File: config.mk
export PLATFORM = sky130hd
export DESIGN_NAME = enc_quad_filter
export DESIGN_NICKNAME = d
export VERILOG_FILES = /design/src/rtl/enc_pkg.sv /design/src/rtl/enc_input_filter.sv /design/src/rtl/enc_quad_filter.sv
export SDC_FILE = /design/constraint.sdc
export NUM_CORES = 1
export LEC_CHECK = 0
export CAP_MARGIN = 20
export CORE_MARGIN = 2
export CORE_UTILIZATION = 35
export DETAILED_ROUTE_END_ITERATION = 16
export DONT_BUFFER_PORTS = 1
export SLEW_MARGIN = 20
export SYNTH_ARGS = -nofsm -noshare
export SYNTH_HDL_FRONTEND = slang
export SYNTH_SLANG_ARGS = --single-unit
File: constraint.sdc
create_clock -name clk -period 4.8 [get_ports clk]
set_input_delay 1.2 -clock clk [delete_from_list [all_inputs] [get_ports clk]]
set_output_delay 1.2 -clock clk [all_outputs]
set_load 0.1 [all_outputs]
File: src/rtl/enc_pkg.sv
// Shared types and helpers for the encoder quadrature front end.
package enc_pkg;

  // Quadrature states, bit order {a, b}
  localparam logic [1:0] Q00 = 2'b00;
  localparam logic [1:0] Q10 = 2'b10;
  localparam logic [1:0] Q11 = 2'b11;
  localparam logic [1:0] Q01 = 2'b01;

  typedef enum logic [1:0] {NONE, FWD, REV, ILLEGAL} step_t;

  typedef enum logic {ST_INIT, ST_RUN} ctrl_state_t;

  // Bits needed to hold a counter value in 0..max_val (at least 1)
  function automatic int cnt_width(input int max_val);
    return (max_val < 1) ? 1 : $clog2(max_val + 1);
  endfunction

  // Classify a transition between two consecutive filtered {a,b} samples
  function automatic step_t decode_step(input logic [1:0] prev, input logic [1:0] cur);
    step_t s;
    s = NONE;
    if (prev == cur) begin
      s = NONE;
    end else if ((prev ^ cur) == 2'b11) begin
      s = ILLEGAL;
    end else begin
      case (prev)
        Q00:     s = (cur == Q10) ? FWD : REV;
        Q10:     s = (cur == Q11) ? FWD : REV;
        Q11:     s = (cur == Q01) ? FWD : REV;
        default: s = (cur == Q00) ? FWD : REV;
      endcase
    end
    return s;
  endfunction

endpackage

File: src/rtl/enc_input_filter.sv
// Two-flop synchronizer followed by a run-length glitch filter for one encoder line.
module enc_input_filter
  import enc_pkg::*;
#(
  parameter int FILT_LEN = 4
) (
  input  logic clk,
  input  logic reset,
  input  logic raw,
  input  logic init,
  output logic filt
);

  localparam int CW = cnt_width(FILT_LEN - 1);
  localparam logic [CW-1:0] LAST = CW'(FILT_LEN - 1);

  logic          r_sync1;
  logic          r_sync2;
  logic          r_filt;
  logic [CW-1:0] r_cnt;

  // Bring the asynchronous line into the clk domain
  always_ff @(posedge clk) begin
    if (reset) begin
      r_sync1 <= 1'b0;
      r_sync2 <= 1'b0;
    end else begin
      r_sync1 <= raw;
      r_sync2 <= r_sync1;
    end
  end

  // Flip the filtered value once the synchronized value has differed for FILT_LEN cycles
  always_ff @(posedge clk) begin
    if (reset) begin
      r_filt <= 1'b0;
      r_cnt  <= '0;
    end else if (init) begin
      r_filt <= r_sync2;
      r_cnt  <= '0;
    end else if (r_sync2 != r_filt) begin
      if (r_cnt == LAST) begin
        r_filt <= ~r_filt;
        r_cnt  <= '0;
      end else begin
        r_cnt <= r_cnt + CW'(1);
      end
    end else begin
      r_cnt <= '0;
    end
  end

  assign filt = r_filt;

endmodule

File: src/rtl/enc_quad_filter.sv
// Encoder channel front end: filtered A/B, quadrature decode, position and error tracking.
module enc_quad_filter
  import enc_pkg::*;
#(
  parameter int                   FILT_LEN  = 4,
  parameter int                   POS_WIDTH = 24,
  parameter logic [POS_WIDTH-1:0] PRELOAD   = 24'h800000
) (
  input  logic                 clk,
  input  logic                 reset,
  input  logic                 a_in,
  input  logic                 b_in,
  input  logic                 preload_wr,
  input  logic [POS_WIDTH-1:0] preload_val,
  input  logic                 err_clr,
  output logic                 a,
  output logic                 b,
  output logic                 dir,
  output logic [POS_WIDTH-1:0] pos,
  output logic                 edge_strobe,
  output logic                 err
);

  localparam int IW = cnt_width(FILT_LEN + 1);
  localparam logic [IW-1:0] INIT_LAST = IW'(FILT_LEN + 1);

  ctrl_state_t          r_state;
  ctrl_state_t          w_state_nxt;
  logic [IW-1:0]        r_init_cnt;
  logic [IW-1:0]        w_init_cnt_nxt;
  logic                 w_init;
  logic                 w_init_done;
  logic                 w_a;
  logic                 w_b;
  logic [1:0]           w_cur;
  logic [1:0]           r_prev;
  step_t                w_step;
  logic                 r_dir;
  logic                 r_edge;
  logic                 r_err;
  logic [POS_WIDTH-1:0] r_pos;

  enc_input_filter #(.FILT_LEN(FILT_LEN)) u_filt_a (
    .clk   (clk),
    .reset (reset),
    .raw   (a_in),
    .init  (w_init),
    .filt  (w_a)
  );

  enc_input_filter #(.FILT_LEN(FILT_LEN)) u_filt_b (
    .clk   (clk),
    .reset (reset),
    .raw   (b_in),
    .init  (w_init),
    .filt  (w_b)
  );

  assign w_cur = {w_a, w_b};

  // Control state and INIT duration counter
  always_ff @(posedge clk) begin
    if (reset) begin
      r_state    <= ST_INIT;
      r_init_cnt <= '0;
    end else begin
      r_state    <= w_state_nxt;
      r_init_cnt <= w_init_cnt_nxt;
    end
  end

  // Next state: INIT lasts FILT_LEN+2 cycles, then RUN until reset
  always_comb begin
    w_state_nxt    = r_state;
    w_init_cnt_nxt = r_init_cnt;
    w_init         = 1'b0;
    w_init_done    = 1'b0;
    case (r_state)
      ST_INIT: begin
        w_init = 1'b1;
        if (r_init_cnt == INIT_LAST) begin
          w_init_done = 1'b1;
          w_state_nxt = ST_RUN;
        end else begin
          w_init_cnt_nxt = r_init_cnt + IW'(1);
        end
      end
      ST_RUN:  w_state_nxt = ST_RUN;
      default: w_state_nxt = ST_INIT;
    endcase
  end

  // Step classification, only while running
  always_comb begin
    w_step = NONE;
    if (r_state == ST_RUN) begin
      w_step = decode_step(r_prev, w_cur);
    end
  end

  // Previous-state register, seeded on the last INIT cycle
  always_ff @(posedge clk) begin
    if (reset) begin
      r_prev <= '0;
    end else if (w_init_done || (r_state == ST_RUN)) begin
      r_prev <= w_cur;
    end
  end

  // Position, direction, strobe and sticky error
  always_ff @(posedge clk) begin
    if (reset) begin
      r_pos  <= PRELOAD;
      r_dir  <= 1'b0;
      r_edge <= 1'b0;
      r_err  <= 1'b0;
    end else begin
      r_edge <= (w_step == FWD) || (w_step == REV);
      if (w_step == FWD) begin
        r_dir <= 1'b1;
      end else if (w_step == REV) begin
        r_dir <= 1'b0;
      end
      if (preload_wr) begin
        r_pos <= preload_val;
      end else if (w_step == FWD) begin
        r_pos <= r_pos + POS_WIDTH'(1);
      end else if (w_step == REV) begin
        r_pos <= r_pos - POS_WIDTH'(1);
      end
      if (w_step == ILLEGAL) begin
        r_err <= 1'b1;
      end else if (err_clr) begin
        r_err <= 1'b0;
      end
    end
  end

  assign a           = w_a;
  assign b           = w_b;
  assign dir         = r_dir;
  assign pos         = r_pos;
  assign edge_strobe = r_edge;
  assign err         = r_err;

endmodule
# ---- After elaboration in Yosys (flattened, before gate mapping)
# Index checks and enable logic that the tools add are counted.
dict set report op_classes {
  mul 0
  n_mux 24
  div 0
  n_addsub 5
  n_bitwise 7
  reduce_logical 12
  n_eq_ne 19
  n_shift 0
  order_cmp 0
}
# op n
set op_table {}
lappend op_table {{2-to-1 mux 24 bit} 3}
lappend op_table {{adder 24 x 1 -> 24 bit (second input constant)} 1}
lappend op_table {{subtractor 24 x 1 -> 24 bit (second input constant)} 1}
lappend op_table {{== test 2 bit (second input constant)} 9}
lappend op_table {{2-to-1 mux 2 bit} 7}
lappend op_table {{2-to-1 mux 1 bit} 12}
lappend op_table {{inequality test 2 x 1 -> 1 bit (second input constant)} 4}
lappend op_table {{OR reduction 4 bit} 2}
lappend op_table {{NOT 1 bit} 6}
lappend op_table {{one-hot mux 2 bit (3 select lines)} 1}
lappend op_table {{AND reduction 2 bit} 3}
lappend op_table {{adder 2 x 1 -> 2 bit (second input constant)} 2}
lappend op_table {{== test 2 x 1 -> 1 bit (second input constant)} 2}
lappend op_table {{zero test 2 bit} 2}
lappend op_table {{nonzero test 2 bit} 2}
lappend op_table {{adder 3 x 1 -> 3 bit (second input constant)} 1}
lappend op_table {{== test 3 bit (second input constant)} 1}
lappend op_table {{nonzero test 3 bit} 1}
lappend op_table {{== test 2 bit} 1}
lappend op_table {{logical OR 1 bit} 2}
lappend op_table {{inequality test 1 bit} 2}
lappend op_table {{one-hot mux 1 bit (2 select lines)} 1}
lappend op_table {{XOR 2 bit} 1}
dict set report totals {
  rom_bits 0
  regBits 43
  ram_bits 0
  elab_cells 82
  mem_count 0
  latchBits 0
  out_inout_bits 29
}

# ---- Depth between registers and ports, before layout
# Gate-level depths: netlist (run 1).
dict set report logic_depth {
  ltp_word 10
  mapped_depth 16
  mapped_depth_nobuf 14
}

# ---- Cells and area by module
# Synthesis (run 1) repeated with hierarchy kept, for this count alone.
dict set report unflattened {
  cells_unflattened 372
  area_unflattened_um2 3067.9
}
# mod seq_area_each_um2 n_inst cells_each area_each_um2
set modules_own_cells {}
lappend modules_own_cells {enc_quad_filter 660.6 1 342 2707.6}
lappend modules_own_cells {enc_input_filter 100.1 2 15 180.2}

# ---- Worst setup path before layout (run 1)
# Ideal clock, no wire load.
dict set report synth_timing {
  path_type {register -> register}
  start {reg u_filt_b.r_filt, in the netlist u_filt_b.filt}
  end {reg r_pos[21], in the netlist pos[21]}
  synth_period_minus_slack_ps 4364
  path_slack_ps 436
  setup_ps 135
  t_required_ps 4665
  stages_incl_launch_ff 15
  arrival_ps 4229
  n_path_buf 1
  cell_sequence {dfxtp_1 > clkbuf_1 > mux2_2 > o211ai_1 > inv_1 > ha_1 > inv_1 > ha_1 > a21o_1 > a221oi_1 > o21ai_1 > a31oi_1 > o41a_1 > xor2_1 > a211oi_2}
}
dict set report synth_between {
  elab_chain_len 9
  word_cells_on_any_way 20
}
# element line_no
set synth_rtl {}
lappend synth_rtl {{from (decl)} enc_input_filter.sv:19} ;# logic r_filt;
lappend synth_rtl {{from (signal assigned)} enc_input_filter.sv:39} ;# r_filt <= r_sync2;
lappend synth_rtl {{from (signal assigned)} enc_input_filter.sv:43} ;# r_filt <= ~r_filt;
lappend synth_rtl {{== test 2 x 1 -> 1 bit (tied with other cells)} enc_pkg.sv:31} ;# Q11: s = (cur == Q01) ? FWD : REV;
lappend synth_rtl {{2-to-1 mux 2 bit (on tied branches)} n/a}
lappend synth_rtl {{one-hot mux 2 bit (3 select lines)} enc_pkg.sv:28} ;# case (prev)
lappend synth_rtl {{2-to-1 mux 2 bit} enc_pkg.sv:25} ;# end else if ((prev ^ cur) == 2'b11) begin
lappend synth_rtl {{2-to-1 mux 2 bit (*)} enc_pkg.sv:23} ;# if (prev == cur) begin
lappend synth_rtl {{2-to-1 mux 2 bit (*)} enc_quad_filter.sv:96} ;# if (r_state == ST_RUN) begin
lappend synth_rtl {{== test 2 x 1 -> 1 bit} enc_quad_filter.sv:126} ;# end else if (w_step == FWD) begin
lappend synth_rtl {{2-to-1 mux 24 bit} enc_quad_filter.sv:126}
lappend synth_rtl {{2-to-1 mux 24 bit} enc_quad_filter.sv:124} ;# if (preload_wr) begin
lappend synth_rtl {{to (signal assigned)} enc_quad_filter.sv:125} ;# r_pos <= preload_val;
lappend synth_rtl {{to (signal assigned)} enc_quad_filter.sv:127} ;# r_pos <= r_pos + POS_WIDTH'(1);
lappend synth_rtl {{to (signal assigned)} enc_quad_filter.sv:129} ;# r_pos <= r_pos - POS_WIDTH'(1);
lappend synth_rtl {{to (decl)} enc_quad_filter.sv:41} ;# logic [POS_WIDTH-1:0] r_pos;
# Mark *: on every way between the ends. The rest lies on a longest branch, timed or not.
# A chain may end at the register's enable or synchronous reset.

# ---- Worst setup path in the final report (run 1)
dict set report layout_timing {
  start {reg u_filt_b.r_filt, in the netlist u_filt_b.filt}
  end {reg r_pos[19], in the netlist pos[19]}
}
# Same word-level chain as after synthesis.

==> key figures, run 1 <==
Power and ir drop
  – Net switching share of the total power: 0.3962
  – Part of the power in combinational logic: 0.294
  – VDD IR-drop max: around 160 uV
  – Pwr Density: approximately 300 mW/mm^2
  – Internal power: around 610 uW
  – Leakage Power: 0.001452 uW
  – Sequential power share: 0.452
  – Clock network fraction of design power: 0.254
  – Switching component of the power: 400.3 uW

Global routing
  – Maximum number of pins on one net before global-route repair: 55
  – Global-route wire length before repair: approximately 13,000 um
  – Via count of the first global-routing pass: 2,677
  – GRT Util Overall: 0.1569
  – Antenna violations before repair: 0
  – Overflow left after global routing: 0

Worst setup path
  – Classification of the worst setup path: flip-flop to flip-flop
  – Worst endpoint data arrival time: around 4.1 ns
  – CP startpoint kind: flip-flop
  – Required time reported for the critical path endpoint: 4.99 ns
  – Critical path endpoint category: flip-flop
  – Largest fanout on the critical path: 14

Logic synthesis
  – Simple-Gate Fraction of Synth Area: 0.2046
  – Most frequently used flop master after synthesis: sky130_fd_sc_hd__dfxtp_1
  – Post-synthesis share of cell area spent on full adders, half adders and majority gates: 0.1225
  – Number of unique standard cell types used by synthesis: 52
  – Ys async rst share: 0
  – Post-synthesis xor/xnor area fraction: 0.05607
  – Sequential share of the synthesized area: 0.2755
  – YS warnings: 0
  – Syn avg cell area: 7.752 sq um
  – EDFF count, synth: 0
  – Proportion of synthesized area in mux cells: 0.03564
  – Main combinational cell family by area after synthesis: compound AO/OA/AOI/OAI gates
  – Yosys reg bits: between 40 and 50
  – Synth Cell Area: about 0.0031 sq mm
  – Mapped Nets: about 460
  – Compound-Gate Fraction of Synth Area: 0.2575
  – Cells after Synth: approximately 400

Layout
  – Area occupied by multi-input gates: 0.002113 sq mm
  – ANT cells: 0
  – Area growth from synthesis to layout: 8.450%
  – Total area of sequential cells: ~860 sq um
  – Fillers: a little over 900
  – Final std cells w/o fill: approximately 500
  – Post-layout nets: approximately 460
  – Share of cells above drive strength 1: 0.07407

Floorplanning
  – Top-level I/O count: between 50 and 60
  – Core Footprint: 0.008678 sq mm
  – Area enclosed by the die boundary: 0.009698 sq mm
  – Die extent in y: 98.48 um
  – Number of rows in the core area: 34
  – Initial Utilization: 0.3600
  – Die Span X: 98.48 um

Clock network
  – Quantity of gates resized following cts: 0
  – H-tree levels: 2
  – Number of hold buffers added after cts: 0
  – Total clock sinks: between 40 and 50
  – CTS Root Buffer Type: sky130_fd_sc_hd__clkbuf_8
  – TritonCTS clock tree: built
  – Clock tree buffer depth: 2
  – Clock latency reported for the late side of the worst-skew pair: 0.30 ns
  – Total setup buffers inserted after CTS: 0
  – CTS Buf Count: 5
  – Clock transition at the register clock pins on the worst setup and hold paths after CTS: 0.09 ns

STA
  – Unrepaired setup endpoints after global routing: false
  – Total Neg Setup Slack: 0 ns
  – Hold violation count in the final report: 0
  – Total of endpoints with negative setup slack in the final report: 0
  – Achievable clock frequency: around 260 MHz
  – Worst slew pin tran: approximately 1.1 ns
  – Post-route clock period utilization: 0.8028
  – Post-layout minimum cycle time: roughly 3.9 ns
  – Final worst clock skew: about 0.0027 ns
  – Worst rel slew slack: 0.2879
  – Final max-slew violation count: 0

Min path
  – Hold crit path type: flip-flop to flip-flop

Routing
  – Number of iterations in the first detailed-routing pass: 4
  – Vias per cell: between 5 and 6
  – Total via count in the routed design: approximately 2,800
  – DRC viols: 0
  – Final ANT Viol Nets: 0
  – Post-DR wirelength/cell: 14.82 um
  – Drt first-iter violations: roughly 110
  – Detailed Route WL: 7604 um

Place
  – Placed wire-length estimate after detailed placement: about 5600 um
  – Port Buffer Count: 0
  – Weighted congestion reported at the end of routability-driven placement: between 0.8 and 0.9
  – Inst Count DP: about 510

Flow run
  – Max-capacitance violation count: 0

Outcome
  – Outcome: completed
==> flip-flops by register name, indices dropped and copies added, names as in the netlist <==
signal / count
pos: 24
r_init_cnt: 3
r_prev: 2
u_filt_a.r_cnt: 2
u_filt_b.r_cnt: 2
dir: 1
edge_strobe: 1
err: 1
r_state: 1
u_filt_a.filt: 1
u_filt_a.r_sync1: 1
u_filt_a.r_sync2: 1
u_filt_b.filt: 1
u_filt_b.r_sync1: 1
u_filt_b.r_sync2: 1
==> worst max-delay path, cell delays in order (launching register included) <==
cell	delay, ns
sky130_fd_sc_hd__dfxtp_1	0.34
sky130_fd_sc_hd__buf_4	0.34
sky130_fd_sc_hd__o211ai_1	0.15
sky130_fd_sc_hd__o211ai_1	0.14
sky130_fd_sc_hd__inv_1	0.10
sky130_fd_sc_hd__ha_1	0.26
sky130_fd_sc_hd__inv_1	0.36
sky130_fd_sc_hd__buf_4	0.29
sky130_fd_sc_hd__ha_1	0.32
sky130_fd_sc_hd__a21oi_1	0.25
sky130_fd_sc_hd__o21ai_0	0.14
sky130_fd_sc_hd__a211oi_1	0.35
sky130_fd_sc_hd__a21oi_1	0.15
sky130_fd_sc_hd__nor2_1	0.13
sky130_fd_sc_hd__xor2_1	0.07
sky130_fd_sc_hd__a2111oi_0	0.36
==> final timing paths <==
path / depth (start not counted) / end / start / slack, ns
setup / recovery: 15 / pos[19]$_SDFFE_PP0P_ / u_filt_b.filt$_SDFFE_PP0P_ / 0.95
hold / removal: 1 / u_filt_b.r_cnt[0]$_SDFF_PP0_ / u_filt_b.r_cnt[0]$_SDFF_PP0_ / 0.44
setup reg to reg: 15 / pos[19]$_SDFFE_PP0P_ / u_filt_b.filt$_SDFFE_PP0P_ / 0.95
hold reg to reg: 1 / u_filt_b.r_cnt[0]$_SDFF_PP0_ / u_filt_b.r_cnt[0]$_SDFF_PP0_ / 0.44
==> synth_stat cells, types with 6 or more instances <==
cell	count	share of area
sky130_fd_sc_hd__ha_1	29	0.12
sky130_fd_sc_hd__o21ai_1	8	0.013
sky130_fd_sc_hd__dfxtp_1	43	0.28
sky130_fd_sc_hd__xnor2_1	13	0.036
sky130_fd_sc_hd__a21oi_1	45	0.072
sky130_fd_sc_hd__nand2b_1	7	0.014
sky130_fd_sc_hd__nor2_1	46	0.055
sky130_fd_sc_hd__nand2_1	35	0.042
sky130_fd_sc_hd__nand3_1	10	0.016
sky130_fd_sc_hd__o21ai_0	19	0.030
sky130_fd_sc_hd__inv_1	18	0.022
sky130_fd_sc_hd__mux2i_1	10	0.032
sky130_fd_sc_hd__o21a_1	7	0.017
sky130_fd_sc_hd__xor2_1	7	0.020
sky130_fd_sc_hd__nor3_1	6	0.0096
sky130_fd_sc_hd__clkbuf_1	14	0.017
sky130_fd_sc_hd__nor2b_1	6	0.012
sky130_fd_sc_hd__a21o_1	6	0.014
==> layout by cell type (no fill, tap or decap), drive strengths merged, types with 2 or more instances in the layout <==
master	synthesis	final
buf	7	15
nand2	35	35
clkbuf	14	6
and2	3	3
a2111oi	2	2
nand3b	3	3
a31oi	3	3
nor2b	6	6
xnor2	13	13
a211o	4	4
nand2b	7	7
dfxtp	43	43
nand3	10	10
nor4b	3	3
a211oi	6	6
o21bai	3	3
o21ai	27	27
inv	18	18
nand4	3	3
and3	3	3
nor2	46	46
a221oi	6	6
nor3	6	6
xor2	7	7
o21a	7	7
a21o	6	6
a21oi	46	46
ha	29	29
or3	2	2
nor4	4	4
mux2i	10	10
o211ai	7	7
==> stage by stage <==
stage          hold slack (ns)  power (uW)  area, sq um  utilization  setup slack [ns]
5_1_grt                 0.4678        1070         3388       0.3904            0.5407
2_1_floorplan           0.4065       714.2         3124            -            0.4360
4_1_cts                 0.4455        1023         3388       0.3904            0.9272
3_5_place_dp            0.4297       760.5         3289       0.3790            0.9704
6_report                0.4406        1010         3388       0.3904            0.9467
3_3_place_gp            0.4161       755.9         3289       0.3790             1.028
==> per-layer routing <==
layer / part of all wire / up-vias / wire [um] / GRT usage
met1: 0.47 / 1289 / 3562 / 0.2013
met3: 0.059 / 6 / 447 / 0.04397
met5: 0 / - / 0 / 0
li1: - / 1458 / - / -
met4: 0.010 / 0 / 78 / 0.04004
met2: 0.46 / 56 / 3515 / 0.2611
==> logic make-up (layout without fill, tap and decap cells) <==
| kind of cell | after synthesis | after routing |
|---|---|---|
| flops | 43 | 43 |
| buf+inv | 39 | 41 |
| fa+ha+maj | 30 | 30 |
| compound gates | 125 | 125 |
| xor+xnor | 20 | 20 |
| simple gates | 135 | 135 |
| mux | 11 | 11 |
==> power groups by stage <==
| stage | Sequential, uW | Combinational [uW] | Clock (uW) |
|---|---|---|---|
| finish | 457 | 297 | 257 |
| global route | 460 | 329 | 280 |
| CTS | 457 | 297 | 268 |
| detailed placement | 465 | 295 | 0 |
| global placement | 465 | 291 | 0 |
| floorplan | 502 | 213 | 0 |
==> area by class of cell <==
| cell class | count | area share |
|---|---|---|
| clock buffer | 6 | 0.02437 |
| clock inverter | 2 | 0.004801 |
| inverter | 18 | 0.01994 |
| multi-input combinational | 321 | 0.6237 |
| sequential | 43 | 0.2541 |
| tap | 108 | 0.03988 |
| timing repair buffer | 15 | 0.03323 |
Note: power is estimated with default switching activity, not from simulation.
==> inputs of run 2 (changes only) <==
Clock period 4.8 ns to 3.7 ns, I/O delays scaled along.
==> run 2 against run 1 <==
Net effect:
- sequential power increased by 13%
- combinational power grew 62%
- first-iteration DRC count fell by 17%
- fmax grew 11%
- count of clock-buffer cells in the layout decreased by 1
- clock power increased by 53%
- total power increased by 38%
- critical endpoint is now pos[21]$_SDFFE_PP0P_
==> key figures, run 2 (synthesis results as in run 1) <==
Routing
  – Vias per cell: 5.436 (was 5.476)
  – Detailed Route WL: 7955 um (was 7604 um)
  – Total via count in the routed design: 2,881 (was 2,809)
  – Number of iterations in the first detailed-routing pass: 4 (unchanged)
  – DRC viols: 0 (unchanged)
  – Final ANT Viol Nets: 0 (unchanged)
  – Drt first-iter violations: 92 (was 111)
  – Post-DR wirelength/cell: 15.01 um (was 14.82 um)

Global routing
  – Via count of the first global-routing pass: 2,705 (was 2,677)
  – Maximum number of pins on one net before global-route repair: 55 (unchanged)
  – Global-route wire length before repair: 13,080 um (was 12,640 um)
  – Antenna violations before repair: 0 (unchanged)
  – Overflow left after global routing: 0 (unchanged)
  – GRT Util Overall: 0.1626 (was 0.1569)

Min path
  – Hold-critical path depth: 1 (unchanged)
  – Beginning of the worst hold path: u_filt_a.r_cnt[0]$_SDFF_PP0_ (was u_filt_b.r_cnt[0]$_SDFF_PP0_)
  – Hold Crit Endpoint: u_filt_a.r_cnt[0]$_SDFF_PP0_ (was u_filt_b.r_cnt[0]$_SDFF_PP0_)
  – Hold crit path type: flip-flop to flip-flop (unchanged)

Worst setup path
  – Worst flop-to-flop path startpoint: u_filt_b.filt$_SDFFE_PP0P_ (unchanged)
  – Max stage delay cell, worst path: sky130_fd_sc_hd__dfxtp_4 (was sky130_fd_sc_hd__inv_1)
  – CP startpoint kind: flip-flop (unchanged)
  – Required time reported for the critical path endpoint: 3.87 ns (was 4.99 ns)
  – Largest fanout on the critical path: 8 (was 14)
  – Depth of the worst register-to-register path: 14 (was 15)
  – Critical Path Max Stage Delay: 0.40 ns (was 0.36 ns)
  – Critical path endpoint category: flip-flop (unchanged)
  – Critical path cell sequence: mux2_2 > o211ai_1 > inv_1 > ha_2 > clkinvlp_4 > buf_4 > ha_1 > a211oi_1 > o211ai_2 > a21boi_2 > o21a_1 > o41a_1 > xor2_1 > a211oi_2 (was buf_4 > o211ai_1 > o211ai_1 > inv_1 > ha_1 > inv_1 > buf_4 > ha_1 > a21oi_1 > o21ai_0 > a211oi_1 > a21oi_1 > nor2_1 > xor2_1 > a2111oi_0)
  – Worst endpoint data arrival time: 3.65 ns (was 4.05 ns)
  – Setup slack, reg-to-reg: 0.22 ns (was 0.95 ns)
  – Classification of the worst setup path: flip-flop to flip-flop (unchanged)
  – Capture instance of the worst register-to-register path: pos[21]$_SDFFE_PP0P_ (was pos[19]$_SDFFE_PP0P_)

Layout
  – Total area of sequential cells: 865.8 sq um (was 860.8 sq um)
  – Post-layout nets: 481 (was 464)
  – Share of cells above drive strength 1: 0.1303 (was 0.07407)
  – Top library cells by usage in the layout, fill and taps aside: sky130_fd_sc_hd__nor2_1, sky130_fd_sc_hd__a21oi_1, sky130_fd_sc_hd__dfxtp_1, sky130_fd_sc_hd__nand2_1, sky130_fd_sc_hd__buf_4 (was sky130_fd_sc_hd__nor2_1, sky130_fd_sc_hd__a21oi_1, sky130_fd_sc_hd__dfxtp_1, sky130_fd_sc_hd__nand2_1, sky130_fd_sc_hd__ha_1)
  – Flip-flop count of the largest register after layout: 24 (unchanged)
  – Most common cell after layout, fill and taps aside: sky130_fd_sc_hd__nor2_1 (unchanged)
  – ANT cells: 0 (unchanged)
  – Area growth from synthesis to layout: 13.94% (was 8.450%)
  – Area occupied by multi-input gates: 0.002133 sq mm (was 0.002113 sq mm)
  – Fillers: 903 (was 926)
  – Final std cells w/o fill: 530 (was 513)

Place
  – Weighted congestion reported at the end of routability-driven placement: 0.9395 (was 0.8803)
  – Placed wire-length estimate after detailed placement: 5873 um (was 5647 um)
  – Port Buffer Count: 0 (unchanged)
  – Inst Count DP: 519 (was 505)

STA
  – Post-route clock period utilization: 0.9401 (was 0.8028)
  – Post-layout minimum cycle time: 3.478 ns (was 3.853 ns)
  – Final worst clock skew: 0.004339 ns (was 0.002749 ns)
  – Final max-slew violation count: 0 (unchanged)
  – Worst rel slew slack: 0.2847 (was 0.2879)
  – Achievable clock frequency: 287.5 MHz (was 259.5 MHz)
  – Worst hold slack: 0.4314 ns (was 0.4406 ns)
  – Total of endpoints with negative setup slack in the final report: 0 (unchanged)
  – Worst slew pin tran: 1.071 ns (was 1.067 ns)
  – Hold violation count in the final report: 0 (unchanged)

Clock network
  – CTS Buf Count: 5 (unchanged)
  – Clock transition at the register clock pins on the worst setup and hold paths after CTS: 0.09 ns (about the same)
  – Total clock sinks: 43 (unchanged)
  – Clock tree buffer depth: 2 (unchanged)
  – TritonCTS clock tree: built (unchanged)
  – H-tree levels: 2 (unchanged)
  – Clock latency reported for the late side of the worst-skew pair: 0.30 ns (about the same)
  – CTS Root Buffer Type: sky130_fd_sc_hd__clkbuf_8 (unchanged)

Flow run
  – Max-capacitance violation count: 0 (unchanged)

Power and ir drop
  – Leakage Power: 0.001545 uW (was 0.001452 uW)
  – Pwr Density: 391.1 mW/mm^2 (was 298.2 mW/mm^2)
  – VDD IR-drop max: 165.3 uV (was 155.7 uV)

Floorplanning
  – Die extent in y: 98.48 um (unchanged)
  – Top-level I/O count: 59 (unchanged)
  – Area enclosed by the die boundary: 0.009698 sq mm (unchanged)
  – Number of rows in the core area: 34 (unchanged)
  – Core Footprint: 0.008678 sq mm (unchanged)
  – Die Span X: 98.48 um (unchanged)
  – Initial Utilization: 0.3600 (unchanged)

Outcome
  – Outcome: completed (unchanged)
run 2: worst max-delay path by stage:
stage / slack (ns) / start / depth (start not counted) / endpoint
global placement: 0.24 / u_filt_b.filt$_SDFFE_PP0P_ / 13 / pos[19]$_SDFFE_PP0P_
finish: 0.22 / u_filt_b.filt$_SDFFE_PP0P_ / 14 / pos[21]$_SDFFE_PP0P_
CTS: 0.10 / u_filt_b.filt$_SDFFE_PP0P_ / 14 / pos[21]$_SDFFE_PP0P_
detailed placement: 0.12 / r_prev[0]$_SDFFE_PP0P_ / 13 / pos[14]$_SDFFE_PP0P_
floorplan: 0.05 / u_filt_b.filt$_SDFFE_PP0P_ / 14 / pos[21]$_SDFFE_PP0P_
global route: -0.008 / u_filt_b.filt$_SDFFE_PP0P_ / 15 / pos[19]$_SDFFE_PP0P_
run 2: report_power, final:
part	internal, uW	switching, uW
clock network	205	188
registers	489	28.5
logic	165	317
run 2: repair_timing:
item | in CTS | in global routing
gates resized for setup | 0 | 6
setup buffers | 0 | 2
hold buffers | 0 | 0
endpoints found under the setup margin | 0 | 12
run 2: cell type report:
| class | instances | share of cell area |
|---|---|---|
| repair buffers | 31 | 0.06538 |
| well taps | 108 | 0.03796 |
| repair inverters | 1 | 0.001406 |
| multi-input cells | 321 | 0.5993 |
| clock buffers | 5 | 0.01933 |
| flip-flops and latches | 43 | 0.2432 |
| clock inverters | 3 | 0.01336 |
| inverters | 18 | 0.02004 |
run 2: stage by stage:
stage	instance area [sq um]	setup WS [ns]	utilization	total power (uW)	TNS, ns
finish	3560	0.2218	0.4102	1392	0
global route	3560	-0.008122	0.4102	1475	-0.01777
CTS	3520	0.1036	0.4056	1402	0
detailed placement	3403	0.1229	0.3922	1002	0
global placement	3403	0.2380	0.3922	998.1	0
floorplan	3134	0.05081	-	926.3	0
run 2: layer usage:
metal / share of wire / vias to the layer above / wire, um / global-route usage
li1: - / 1488 / - / -
met1: 0.46 / 1334 / 3667 / 0.2134
met2: 0.48 / 55 / 3812 / 0.2711
met3: 0.054 / 4 / 433 / 0.04326
met4: 0.0053 / 0 / 42 / 0.03267
met5: 0 / - / 0 / 0
run 2: worst max-delay path, delay by kind of cell, from the launching register on:
family                     cells  cell delay (ns)
muxes                          1             0.34
xor gates and xnor gates       1             0.19
DFF                            1             0.40
adders and majority gates      2             0.48
buffers and inverters          3             0.39
AOI/OAI and AO/OA              7             1.53
==> inputs of run 3 (changes only) <==
Settings changed: SLEW_MARGIN 20 to default.
==> results of run 3 <==
The final DEF is identical to that of run 2; final timing and power are the same.
